### src/rtl/isa_pkg.sv
// Shared loader definitions: byte/word widths and the loader FSM states.
package isa_pkg;

  localparam int BYTE_W      = 8;
  localparam int IMEM_ADDR_W = 16;
  localparam int IMEM_DATA_W = 16;

  typedef enum logic [2:0] {
    S_IDLE,
    S_ADR_HI,
    S_ADR_LO,
    S_CNT_HI,
    S_CNT_LO,
    S_DAT_HI,
    S_DAT_LO,
    S_CHK
  } ld_state_e;

endpackage

### src/rtl/imem_loader_if.sv
// Host byte stream, status and instruction memory write port of the loader.
interface imem_loader_if
  import isa_pkg::*;
#(
  parameter int ADDR_W = IMEM_ADDR_W,
  parameter int DATA_W = IMEM_DATA_W
);
  logic              start;
  logic              in_valid;
  logic [BYTE_W-1:0] in_data;
  logic              in_ready;
  logic              wr_en;
  logic [ADDR_W-1:0] wr_adr;
  logic [DATA_W-1:0] wr_data;
  logic              busy;
  logic              done;
  logic              err;

  modport slave (
    input  start, in_valid, in_data,
    output in_ready, wr_en, wr_adr, wr_data,
    output busy, done, err
  );

  modport master (
    output start, in_valid, in_data,
    input  in_ready, wr_en, wr_adr, wr_data,
    input  busy, done, err
  );
endinterface

### src/rtl/imem_loader.sv
// Framed byte-stream program loader: assembles 16-bit words high byte
// first and writes them to consecutive instruction memory addresses.
module imem_loader
  import isa_pkg::*;
#(
  parameter int ADDR_W = IMEM_ADDR_W,
  parameter int DATA_W = IMEM_DATA_W
) (
  input logic clk,
  input logic rst_n,
  imem_loader_if.slave ld
);

  localparam int HW = 2 * BYTE_W;

  ld_state_e         state;
  ld_state_e         state_nxt;
  logic [HW-1:0]     adr;
  logic [HW-1:0]     cnt;
  logic [BYTE_W-1:0] hi;
  logic [BYTE_W-1:0] sum;
  logic              acc;
  logic [HW-1:0]     cnt_hdr;

  assign acc     = ld.in_valid && ld.in_ready;
  assign cnt_hdr = {cnt[HW-1:BYTE_W], ld.in_data};

  always_ff @(posedge clk or negedge rst_n) begin
    if (!rst_n) state <= S_IDLE;
    else        state <= state_nxt;
  end

  always_comb begin
    state_nxt = state;
    unique case (state)
      S_IDLE:   if (ld.start) state_nxt = S_ADR_HI;
      S_ADR_HI: if (acc) state_nxt = S_ADR_LO;
      S_ADR_LO: if (acc) state_nxt = S_CNT_HI;
      S_CNT_HI: if (acc) state_nxt = S_CNT_LO;
      S_CNT_LO: if (acc) begin
        state_nxt = (cnt_hdr == '0) ? S_CHK : S_DAT_HI;
      end
      S_DAT_HI: if (acc) state_nxt = S_DAT_LO;
      S_DAT_LO: if (acc) begin
        state_nxt = (cnt == HW'(1)) ? S_CHK : S_DAT_HI;
      end
      S_CHK:    if (acc) state_nxt = S_IDLE;
      default:  state_nxt = S_IDLE;
    endcase
  end

  always_ff @(posedge clk or negedge rst_n) begin
    if (!rst_n) begin
      adr         <= '0;
      cnt         <= '0;
      hi          <= '0;
      sum         <= '0;
      ld.in_ready <= 1'b0;
      ld.busy     <= 1'b0;
      ld.wr_en    <= 1'b0;
      ld.wr_adr   <= '0;
      ld.wr_data  <= '0;
      ld.done     <= 1'b0;
      ld.err      <= 1'b0;
    end else begin
      ld.wr_en    <= 1'b0;
      ld.done     <= 1'b0;
      ld.in_ready <= (state_nxt != S_IDLE);
      ld.busy     <= (state_nxt != S_IDLE);
      if (state == S_IDLE && ld.start) begin
        ld.err <= 1'b0;
        sum    <= '0;
      end
      // checksum covers every byte except the CHK byte itself
      if (acc && state != S_CHK) sum <= sum ^ ld.in_data;
      if (acc) begin
        unique case (state)
          S_ADR_HI: adr[HW-1:BYTE_W]  <= ld.in_data;
          S_ADR_LO: adr[BYTE_W-1:0]   <= ld.in_data;
          S_CNT_HI: cnt[HW-1:BYTE_W]  <= ld.in_data;
          S_CNT_LO: cnt[BYTE_W-1:0]   <= ld.in_data;
          S_DAT_HI: hi <= ld.in_data;
          S_DAT_LO: begin
            ld.wr_en   <= 1'b1;
            ld.wr_adr  <= ADDR_W'(adr);
            ld.wr_data <= DATA_W'({hi, ld.in_data});
            adr        <= adr + HW'(1);
            cnt        <= cnt - HW'(1);
          end
          S_CHK: begin
            ld.done <= 1'b1;
            ld.err  <= (ld.in_data != sum);
          end
          default: ;
        endcase
      end
    end
  end

endmodule

### src/flat_wrapper.sv
// flat-port wrapper written by rule: the top's interface ports become plain ports
module imem_loader_flat import isa_pkg::*;
#(
  parameter int ADDR_W = IMEM_ADDR_W,
  parameter int DATA_W = IMEM_DATA_W
)
  (clk, rst_n, ld_start, ld_in_valid, ld_in_data, ld_in_ready, ld_wr_en, ld_wr_adr, ld_wr_data, ld_busy, ld_done, ld_err);
  imem_loader_if #(.ADDR_W(ADDR_W), .DATA_W(DATA_W)) ld_i ();
  input logic clk;
  input logic rst_n;
  input wire logic [$bits(ld_i.start)-1:0] ld_start;
  input wire logic [$bits(ld_i.in_valid)-1:0] ld_in_valid;
  input wire logic [$bits(ld_i.in_data)-1:0] ld_in_data;
  output wire logic [$bits(ld_i.in_ready)-1:0] ld_in_ready;
  output wire logic [$bits(ld_i.wr_en)-1:0] ld_wr_en;
  output wire logic [$bits(ld_i.wr_adr)-1:0] ld_wr_adr;
  output wire logic [$bits(ld_i.wr_data)-1:0] ld_wr_data;
  output wire logic [$bits(ld_i.busy)-1:0] ld_busy;
  output wire logic [$bits(ld_i.done)-1:0] ld_done;
  output wire logic [$bits(ld_i.err)-1:0] ld_err;
  assign ld_i.start = ld_start;
  assign ld_i.in_valid = ld_in_valid;
  assign ld_i.in_data = ld_in_data;
  assign ld_in_ready = ld_i.in_ready;
  assign ld_wr_en = ld_i.wr_en;
  assign ld_wr_adr = ld_i.wr_adr;
  assign ld_wr_data = ld_i.wr_data;
  assign ld_busy = ld_i.busy;
  assign ld_done = ld_i.done;
  assign ld_err = ld_i.err;
  imem_loader #(.ADDR_W(ADDR_W), .DATA_W(DATA_W)) u_core (.clk(clk), .rst_n(rst_n), .ld(ld_i));
endmodule
### config.mk
export PLATFORM = sky130hd
export DESIGN_NAME = imem_loader_flat
export DESIGN_NICKNAME = d
export VERILOG_FILES = /design/src/rtl/isa_pkg.sv /design/src/rtl/imem_loader_if.sv /design/src/rtl/imem_loader.sv /design/src/flat_wrapper.sv
export SDC_FILE = /design/constraint.sdc
export NUM_CORES = 1
export LEC_CHECK = 0
export CORE_MARGIN = 2
export CORE_UTILIZATION = 30
export CTS_BUF_LIST = sky130_fd_sc_hd__clkbuf_8 sky130_fd_sc_hd__clkbuf_16
export DETAILED_ROUTE_END_ITERATION = 6
export DONT_BUFFER_PORTS = 1
export GPL_TIMING_DRIVEN = 0
export PLACE_DENSITY = 0.49
export SLEW_MARGIN = 15
export SYNTH_ARGS = -nofsm -noshare
export SYNTH_HDL_FRONTEND = slang
export SYNTH_SLANG_ARGS = --single-unit
### constraint.sdc
create_clock -name clk -period 2 [get_ports clk]
set_clock_uncertainty 0.05 [all_clocks]
set_input_delay 0.1 -clock clk [delete_from_list [all_inputs] [get_ports clk]]
set_output_delay 0.1 -clock clk [all_outputs]
set_load 0.01 [all_outputs]
# Yosys cells after proc, flatten, opt, wreduce, memory -nomap -nowiden
# Cells that the tools add are included.
dict set report totals {
  ff_bits 87
  inputBits 12
  output_inout_bits 37
}
dict set report classes {
  n_addsub 2
  eq_ne 10
  muxes 24
  bitwise_logic 1
  reduce_logical 17
}
# cell count
set ops {}
lappend ops {{$pmux 8 s2} 4}
lappend ops {{$mux 3} 8}
lappend ops {{$pmux 3 s8} 1}
lappend ops {{$add 16x1->16 const B} 1}
lappend ops {{$eq 16x1->1 const B} 1}
lappend ops {{$logic_not 16->1} 1}
lappend ops {{$mux 8} 2}
lappend ops {{$sub 16x1->16 const B} 1}
lappend ops {{$eq 3x3->1 const B} 4}
lappend ops {{$reduce_and 2->1} 6}
lappend ops {{$reduce_bool 2->1} 5}
lappend ops {{$ne 8x8->1} 1}
lappend ops {{$xor 8x8->8} 1}
lappend ops {{$mux 1} 7}
lappend ops {{$eq 3x2->1 const B} 2}
lappend ops {{$mux 2} 2}
lappend ops {{$eq 3x1->1 const B} 1}
lappend ops {{$logic_and 1x1->1} 3}
lappend ops {{$logic_not 3->1} 1}
lappend ops {{$ne 3x3->1 const B} 1}
lappend ops {{$reduce_bool 3->1} 1}

# Longest topological paths before layout
# Gate-level depths: netlist of the first run.
dict set report logic_depth {
  word_depth 5
  mapped_depth 7
  depth_no_buf 6
}

# Least setup slack after synthesis of the first run
# No wires, ideal clock.
dict set report synth_path {
  kind {reg2reg}
  start {register u_core.cnt[6]}
  end {register u_core.cnt[13]}
  setup_time_ns 0.121
  arrival_time_ns 1.762
  t_required_ns 1.829
  path_slack_ns 0.067
  stages_incl_launch_ff 5
  path_cell_list {dfrtp_1 > or4_4 > or4_4 > o22a_1 > o22a_1}
}
dict set report synth_between {
  elab_chain_cells 2
}
# item line_no
set synth_lines {}
lappend synth_lines {{start, declared} imem_loader.sv:19} ;# logic [HW-1:0] cnt;
lappend synth_lines {{start signal, assigned by index} imem_loader.sv:80} ;# S_CNT_HI: cnt[HW-1:BYTE_W] <= ld.in_data;
lappend synth_lines {{start signal, assigned by index} imem_loader.sv:81} ;# S_CNT_LO: cnt[BYTE_W-1:0] <= ld.in_data;
lappend synth_lines {{start signal, assigned} imem_loader.sv:88} ;# cnt <= cnt - HW'(1);
lappend synth_lines {{$sub 16x1->16} imem_loader.sv:88}
lappend synth_lines {{$pmux 8 s2} imem_loader.sv:77} ;# unique case (state)
# No other way between the ends.
# A chain may end at the register's enable or synchronous reset.

# Worst setup path in the final report of the first run
dict set report layout_path {
  start {register u_core.cnt[7]}
  end {register u_core.cnt[13]}
}
# The elaborated chain is that of the path after synthesis.

==> metrics.cfg, run 1 <==
[clock_network]
path_clk_slew_ns = 0.07
clock-root-buffer = clkbuf_16
max-clock-path-buffers = 2
cts_tree = built
cts_num_sinks = 87
ctsHoldBuffers = 3
ctsHtreeMaxLevel = 3
numCtsBuffers = 9
clock_latency_ns = 0.34

[synth]
synth.net_count = 444
ys_ff_latch = 87
post_synth_num_cell_types = 58
synthesis.yosys.warnings = 0
synth-edff-count = 0
netlist_area_before_placement_um2 = 4460
post_synthesis_average_cell_area_um2 = 10.4
dominantRegCellSynth = dfrtp_1
synthCells = 429
postSynth.asyncResetShare_pct = 100
seq_area_frac_synth_pct = 48.8

[route]
detail_route.wirelength_um = 12300
initialDrtViolationCount = 252
post_drt_via_cell_ratio = 5.65
first_pass_iters = 5
drc = 0
detail_route.wl_per_cell_um = 19.4
antenna_left = 0
vias = 3589

[placement]
place.gp.congestion = 0.850
io_buffers = 0
placed_cell_area_um2 = 4690
detailed_place_hpwl_um = 8360
place.detailed.instances = 613
pre_cts_ws_ns = -0.394

[sta]
slew_headroom_pct = 45.5
timing.final.crit_share_pct = 101
timing.setup.tns_ns = -0.0173
hold_viol = 87
grt_setup_unrepaired = yes
total_setup_violations_reported_at_the_end_of_the_flow = 1
fin_ws_ns = -0.0173
fmax_ghz = 0.496
worst_slew_pin_slew_ns = 0.809
drv_slew = 0
min_period_ns = 2.02
fin_worst_hold_slack_ns = -0.604

[die]
placement_rows = 44
core_region_area_um2 = 14500
design.portCount = 49
die_area_um2 = 15900
floorplan.initialDensity_pct = 30.7
die_w_um = 126
die_h_um = 126

[min_path]
holdCritPathClass = in -> async

[layout]
layout.cell_area.non_filler_um2 = 5150
multiInputGateArea_um2 = 2190
diodes = 0
regArea_um2 = 2180
final_net_count = 461
filler_cell_count = 1510
final_util_pct = 35.5
final_instance_count_without_filler_cells = 635
layout-drive-gt1-share_pct = 23.5
areaGrowthSynthToFinish_pct = 15.5

[power_and_ir_drop]
vdd.ir_drop.worst_uv = 610
power_mw = 8.23
power.leakage_nw = 2.02
power_density_nw_per_um2 = 1600

[critical_path]
worst_setup_path_end_kind = flip-flop
critPathArrivalTime_ns = 2.20
path_cells = or4_4 > or4_4 > o22a_1 > o22a_1
worstPathRequired_ns = 2.18
crit_path_top_delay_cell = or4_4
crit_type = reg -> reg
reg2reg_depth = 4
timing.critical_path.fanout_max = 3
critical-path-max-stage-delay_ns = 0.56
timing.critical_path.from_type = flip-flop

[grt]
grt_remaining_overflow = 0
met3_layer_usage_reported_by_global_route_pct = 2.59
first_global_vias = 3612
grt.met2_usage_pct = 25.6
global_route.peak_usage_layer = met2
track_usage_pct = 15.9
grt_antenna_before_repair = 0
grt_first_pass_wirelength_um = 20200
grtUsageMet1_pct = 21.9
grt_start_max_net_pins = 88

[flow_run]
drv_cap = 0

[status]
violations = negative hold slack, negative setup slack
outcome = complete, but fails checks

## power by group
group,internal (mW),switching (mW),total [mW]
clock,0.882,0.796,1.68
sequential,2.61,0.972,3.58
combinational,1.42,1.54,2.97
## cell usage after synthesis, drive strengths merged (3+ instances only)
| cell | n | area share (%) |
|---|---|---|
| a21o | 3 | 0.50 |
| a21oi | 31 | 3.5 |
| a22o | 4 | 0.79 |
| a2bb2oi | 5 | 0.98 |
| a311oi | 4 | 0.79 |
| a31oi | 15 | 2.1 |
| a41oi | 3 | 0.59 |
| and3 | 3 | 0.42 |
| buf | 11 | 1.3 |
| clkbuf | 20 | 1.7 |
| dfrtp | 87 | 49 |
| ha | 3 | 0.84 |
| inv | 8 | 0.67 |
| mux2 | 39 | 9.8 |
| mux2i | 3 | 0.67 |
| nand2 | 17 | 1.4 |
| nand2b | 5 | 0.70 |
| nand3 | 12 | 1.3 |
| nand3b | 3 | 0.50 |
| nand4 | 6 | 0.84 |
| nor2 | 33 | 2.8 |
| nor2b | 4 | 0.56 |
| nor3 | 11 | 1.2 |
| nor3b | 4 | 0.90 |
| nor4 | 6 | 0.98 |
| o21a | 5 | 0.84 |
| o21ai | 18 | 2.0 |
| o21ba | 3 | 0.67 |
| o22a | 15 | 3.0 |
| o22ai | 4 | 0.56 |
| or3 | 3 | 0.42 |
| or4 | 7 | 1.3 |
| xnor2 | 9 | 1.8 |
## worst max-delay path: cells and delay by family (launching register included)
kind / cells / cell delay [ns]
flops: 1 / 0.43
compound gates: 2 / 0.36
simple gates: 2 / 1.06
## path summary, 6_finish.rpt
kind	start	to	slack, ns
max in group asynchronous	rst_n	u_core.adr[9]$_DFFE_PN0P_	2.32
hold / removal	rst_n	u_core.ld.wr_adr[7]$_DFFE_PN0P_	-0.60
hold reg to reg	u_core.sum[1]$_DFFE_PN0P_	u_core.sum[1]$_DFFE_PN0P_	0.45
setup / recovery	u_core.cnt[7]$_DFFE_PN0P_	u_core.cnt[13]$_DFFE_PN0P_	-0.02
min in group clk	ld_in_data[2]	u_core.ld.err$_DFF_PN0_	0.02
setup reg to reg	u_core.cnt[7]$_DFFE_PN0P_	u_core.cnt[13]$_DFFE_PN0P_	-0.02
## cell type report
cell class / instances / share of cell area, %
Timing Repair Buffer: 8 / 1.31
Inverter: 8 / 0.583
Tap cell: 184 / 4.47
Sequential cell: 87 / 42.4
Clock inverter: 7 / 1.43
Multi-Input combinational cell: 303 / 42.5
Buffer: 29 / 2.96
Clock buffer: 9 / 4.37
## kinds of logic (layout without fill, tap and decap cells)
family / count (synthesis) / count (layout) / share of synthesized area [%]
AND/OR/NAND/NOR: 125 / 125 / 15.4
AO/OA/AOI/OAI: 123 / 123 / 18.8
flip-flops: 87 / 87 / 48.8
multiplexers: 42 / 42 / 10.5
buffers and inverters: 39 / 61 / 3.70
XOR/XNOR: 10 / 10 / 1.96
adder cells (fa/ha/maj): 3 / 3 / 0.842
## registers in the layout, summed over array words and instances, names as in the netlist, 3 cells and up
signal	count
u_core.ld.wr_data	16
u_core.state	3
u_core.sum	8
u_core.ld.wr_adr	16
u_core.adr	16
u_core.cnt	16
u_core.hi	8
## repair_timing
action,CTS,global route
setup buffers,3,2
endpoints found under the hold margin,94,87
resized for setup,13,26
pin swaps,1,1
endpoints found under the setup margin,56,64
## cell usage in the layout, fill, tap and decap left out, types with 4 or more instances in the layout
cell / count
dfrtp_1: 82
mux2_2: 39
nor2_1: 32
a21oi_1: 31
nand2_1: 17
o21ai_0: 16
a31oi_1: 15
o22a_1: 14
clkbuf_1: 12
nand3_1: 11
nor3_1: 10
xnor2_1: 9
buf_4: 9
clkbuf_16: 9
inv_1: 8
clkbuf_2: 6
nand4_1: 6
o21a_1: 5
a2bb2oi_1: 5
nand2b_1: 5
dfrtp_2: 5
or4_4: 4
a311oi_1: 4
nor2b_1: 4
o22ai_1: 4
a22o_1: 4
## layer usage
| metal | vias to the layer above | wire length [um] |
|---|---|---|
| met2 | 106 | 5940 |
| met1 | 1820 | 5590 |
| met4 | 0 | 196 |
| met3 | 14 | 591 |
| met5 | - | 0 |
| li1 | 1649 | - |
Note: power is estimated with default switching activity, not from simulation.
==> run 2: changes to the inputs <==
SETUP_SLACK_MARGIN = 0.2   (was not set)
==> run 2 against run 1 <==
Against the previous run:
- the run ends with negative hold slack left
- critical path depth is 1 higher
- via count rose by 4.5%
- combinational power increased by 29%
- routed wire length rose by 9.0%
- maximum frequency rose by 3.3%
- register-to-register slack better by 0.06 ns
- sequential power is essentially flat
- largest power group is now combinational logic
- clock-buffer cell count did not move
- total power rose by 10%
- first-iteration DRC count down 0.79%
==> metrics.cfg, run 2 (synthesis results as in run 1) <==
[critical_path]
crit_type = reg -> reg
timing.critical_path.fanout_max = 3
timing.critical_path.from_type = flip-flop
worst_setup_path_end_kind = flip-flop
critPathArrivalTime_ns = 2.14
worstPathRequired_ns = 2.19

[sta]
drv_slew = 0
timing.final.crit_share_pct = 97.6
slew_headroom_pct = 51.3
timing.setup.tns_ns = 0
fin_worst_hold_slack_ns = -0.605
hold_viol = 88
min_period_ns = 1.95
worst_slew_pin_slew_ns = 0.730
fmax_ghz = 0.512
fin_ws_ns = 0.0475
total_setup_violations_reported_at_the_end_of_the_flow = 0
grt_setup_unrepaired = yes

[placement]
detailed_place_hpwl_um = 8380
pre_cts_ws_ns = -0.234
io_buffers = 0
place.gp.congestion = 0.851

[grt]
grt_antenna_before_repair = 0
track_usage_pct = 16.3
first_global_vias = 3701
grt_remaining_overflow = 0
grt_start_max_net_pins = 88
grt_first_pass_wirelength_um = 20500

[route]
initialDrtViolationCount = 250
detail_route.wirelength_um = 13400
antenna_left = 0
first_pass_iters = 4
post_drt_via_cell_ratio = 5.63
detail_route.wl_per_cell_um = 20.2
vias = 3751
drc = 0

[die]
die_area_um2 = 15900
die_h_um = 126
design.portCount = 49
core_region_area_um2 = 14500
placement_rows = 44
die_w_um = 126
floorplan.initialDensity_pct = 30.7

[clock_network]
cts_num_sinks = 87
max-clock-path-buffers = 2
ctsHtreeMaxLevel = 3
clock_latency_ns = 0.35
ctsHoldBuffers = 3
path_clk_slew_ns = 0.07
cts_tree = built
clock-root-buffer = clkbuf_16
numCtsBuffers = 9

[layout]
final_net_count = 492
layout-drive-gt1-share_pct = 35.1
diodes = 0
most-common-layout-cells = dfrtp_1 (80), buf_4 (28), mux2_2 (27), a21oi_1 (27), nor2_1 (26)
mostFrequentLayoutCell = dfrtp_1
areaGrowthSynthToFinish_pct = 28.6
final_util_pct = 39.5

[status]
outcome = complete, but fails checks
violations = negative hold slack

[min_path]
holdCritPathClass = in -> async

[power_and_ir_drop]
power_density_nw_per_um2 = 1580
vdd.ir_drop.worst_uv = 551
power.leakage_nw = 2.28
power_mw = 9.07

[flow_run]
drv_cap = 0

## run 2: changes by cell type in the layout (fill, tap and decap cells not counted), moves of 4 or more
cell	change
a21oi_1	-4
buf_12	+4
buf_4	+19
buf_6	+6
clkbuf_1	-7
clkbuf_16	+4
mux2_2	-12
mux2_4	+12
nor2_1	-6
nor2_2	+4
## run 2: worst paths after layout
path / from / to / slack (ns) / cells after the start
min in group clk: ld_in_valid / u_core.ld.done$_DFF_PN0_ / -0.01 / 2
min: rst_n / u_core.ld.wr_adr[1]$_DFFE_PN0P_ / -0.61 / 0
max: u_core.cnt[2]$_DFFE_PN0P_ / u_core.cnt[13]$_DFFE_PN0P_ / 0.05 / 5
min reg2reg: u_core.hi[6]$_DFFE_PN0P_ / u_core.hi[6]$_DFFE_PN0P_ / 0.45 / 1
max in group asynchronous: rst_n / u_core.cnt[3]$_DFFE_PN0P_ / 2.32 / 0
max reg2reg: u_core.cnt[2]$_DFFE_PN0P_ / u_core.cnt[13]$_DFFE_PN0P_ / 0.05 / 5
## run 2: final cells by class
class | count | area (um2)
Multi-Input combinational cell | 303 | 2390
Tap cell | 184 | 230
Inverter | 8 | 30.0
Buffer | 31 | 231
Sequential cell | 87 | 2190
Clock buffer | 9 | 225
Clock inverter | 7 | 60.1
Fill cell | 1472 | 8800
Timing Repair Buffer | 37 | 387
## run 2: critical path, cell delays in order (launching register included)
cell	delay, ns
dfrtp_1	0.37
buf_6	0.12
or4_4	0.55
or4_4	0.44
o22a_1	0.17
o22a_1	0.15
## run 2: routing by layer
metal  vias up  part of all wire [%]  track usage (%)
met1      1903                    44             21.8
met4         0                   3.2             7.05
li1       1710                     -                -
met2       111                    48             25.8
met3        27                   5.2             3.10
met5         -                     0                0
## run 2: report_power, final
group,internal [mW],leakage (nW),switching (mW)
clock,0.865,0.131,0.794
sequential,2.61,1.01,0.966
combinational,1.98,1.13,1.85
## run 2: what timing repair did
action	in CTS	in global routing
hold endpoints to repair	94	87
pin swaps	6	18
gates resized for setup	47	73
cloned	0	4
buffers inserted	15	15
setup endpoints to repair	82	60
## run 2: through the flow
| stage | instances | area, um2 |
|---|---|---|
| after floorplan | 429 | 4470 |
| after global placement | 613 | 4700 |
| after detailed placement | 613 | 4700 |
| after CTS | 647 | 5280 |
| after global routing | 666 | 5740 |
| final | 666 | 5740 |
==> run 3: changes to the inputs <==
CORE_UTILIZATION = 26   (was 30)
CTS_BUF_LIST = not set   (was sky130_fd_sc_hd__clkbuf_8 sky130_fd_sc_hd__clkbuf_16)
PLACE_DENSITY = 0.45   (was 0.49)
SETUP_SLACK_MARGIN = 0.1   (was 0.2)
==> run 3 against run 2 <==
Against the previous run:
- critical path depth decreased by 1
- via count decreased by 4.1%
- largest power group is now sequential cells
- worst hold slack got worse by 0.0042 ns
- utilization decreased by 7.5 points
- sequential power about the same
- sequential share of layout area increased by 2.8 points
- the flow still finishes with violations (negative hold slack)
- critical endpoint unchanged
- critical path type unchanged
- non-clock buffer count decreased by 22
- die area increased by 15%
- sequential cell count unchanged
- maximum frequency decreased by 1.1%
==> metrics.cfg, run 3 (synthesis results as in run 1) <==
[status]
outcome = complete, but fails checks
violations = negative hold slack

[clock_network]
cts_tree = built
numCtsBuffers = 9
clock_latency_ns = 0.35
path_clk_slew_ns = 0.07
ctsHoldBuffers = 4
ctsHtreeMaxLevel = 3
cts_num_sinks = 87
clock-root-buffer = clkbuf_16
max-clock-path-buffers = 2

[die]
core_region_area_um2 = 16700
die_area_um2 = 18200
floorplan.initialDensity_pct = 26.7
placement_rows = 47
die_w_um = 135
design.portCount = 49
die_h_um = 135

[sta]
total_setup_violations_reported_at_the_end_of_the_flow = 0
slew_headroom_pct = 54.3
worst_slew_pin_slew_ns = 0.686
timing.setup.tns_ns = 0
fmax_ghz = 0.506
hold_viol = 87
drv_slew = 0
fin_ws_ns = 0.0252
fin_worst_hold_slack_ns = -0.610
grt_setup_unrepaired = yes
min_period_ns = 1.97
timing.final.crit_share_pct = 98.7

[layout]
final_net_count = 470
diodes = 0
areaGrowthSynthToFinish_pct = 19.6
filler_cell_count = 1758
layout-drive-gt1-share_pct = 27.6
mostFrequentLayoutCell = dfrtp_1
multiInputGateArea_um2 = 2240
layout.cell_area.non_filler_um2 = 5330
final_instance_count_without_filler_cells = 680
most-common-layout-cells = dfrtp_1 (84), mux2_2 (39), a21oi_1 (30), nor2_1 (28), nand2_1 (17)
regArea_um2 = 2180

[route]
vias = 3598
drc = 0
initialDrtViolationCount = 131
post_drt_via_cell_ratio = 5.29
antenna_left = 0
detail_route.wirelength_um = 12900
first_pass_iters = 5
detail_route.wl_per_cell_um = 19.0

[placement]
place.detailed.instances = 649
io_buffers = 0
detailed_place_hpwl_um = 8590
placed_cell_area_um2 = 4740
pre_cts_ws_ns = -0.374
place.gp.congestion = 0.863

[critical_path]
critical-path-max-stage-delay_ns = 0.58
worstPathRequired_ns = 2.20
path_cells = or4_4 > or4_4 > o22a_1 > o22a_1
worst_setup_path_end_kind = flip-flop
timing.critical_path.max_delay_family = simple AND/OR/NAND/NOR gates
crit_path_top_delay_cell = or4_4
timing.critical_path.from_type = flip-flop
timing.critical_path.fanout_max = 4
crit_type = reg -> reg
critical_path_buf_inv_count = 0
critPathArrivalTime_ns = 2.17

[min_path]
holdCritPathClass = in -> async

[grt]
grt_start_max_net_pins = 88
first_global_vias = 3455
grt_antenna_before_repair = 0
grt_first_pass_wirelength_um = 20300
track_usage_pct = 14.5
grt_remaining_overflow = 0

[power_and_ir_drop]
vdd.ir_drop.worst_uv = 452
power_density_nw_per_um2 = 1570
power.leakage_nw = 2.08

[flow_run]
drv_cap = 0

## run 3: stage by stage
stage	utilization (%)	total power [mW]
final	31.9	8.37
after detailed placement	28.4	6.37
after global routing	31.9	8.92
after CTS	31.1	8.26
after floorplan	-	5.55
after global placement	28.4	6.31
## run 3: what timing repair did
action	CTS	global route
gates resized for setup	28	36
endpoints found under the setup margin	73	74
endpoints found under the hold margin	97	87
buffers inserted	4	7
## run 3: power breakdown
part | internal [mW] | switching, mW | leakage [nW]
clock | 0.869 | 0.790 | 0.133
combinational | 1.50 | 1.61 | 0.931
sequential | 2.61 | 0.989 | 1.02
## run 3: final timing paths
kind | startpoint | to | slack [ns] | cells past startpoint
min reg2reg | u_core.hi[7]$_DFFE_PN0P_ | u_core.ld.wr_data[15]$_DFFE_PN0P_ | 0.45 | 1
max reg2reg | u_core.cnt[1]$_DFFE_PN0P_ | u_core.cnt[13]$_DFFE_PN0P_ | 0.03 | 4
min | rst_n | u_core.ld.wr_data[3]$_DFFE_PN0P_ | -0.61 | 0
min in group clk | ld_in_data[4] | u_core.ld.err$_DFF_PN0_ | 0.02 | 4
max in group asynchronous | rst_n | u_core.adr[4]$_DFFE_PN0P_ | 2.38 | 0
max | u_core.cnt[1]$_DFFE_PN0P_ | u_core.cnt[13]$_DFFE_PN0P_ | 0.03 | 4
## run 3: layer usage
layer,track usage [%],vias to the layer above,wire (um)
met3,2.89,19,556
met5,0,-,0
met1,19.5,1816,5890
li1,-,1663,-
met2,23.0,100,6180
met4,5.44,0,276
## run 3: area by class of cell
type | instances | share of cell area, %
multi-input combinational | 303 | 42.0
sequential | 87 | 40.9
tap | 220 | 5.16
clock buffer | 9 | 4.22
buffer | 31 | 3.61
timing repair buffer | 15 | 2.37
clock inverter | 7 | 1.17
inverter | 8 | 0.563
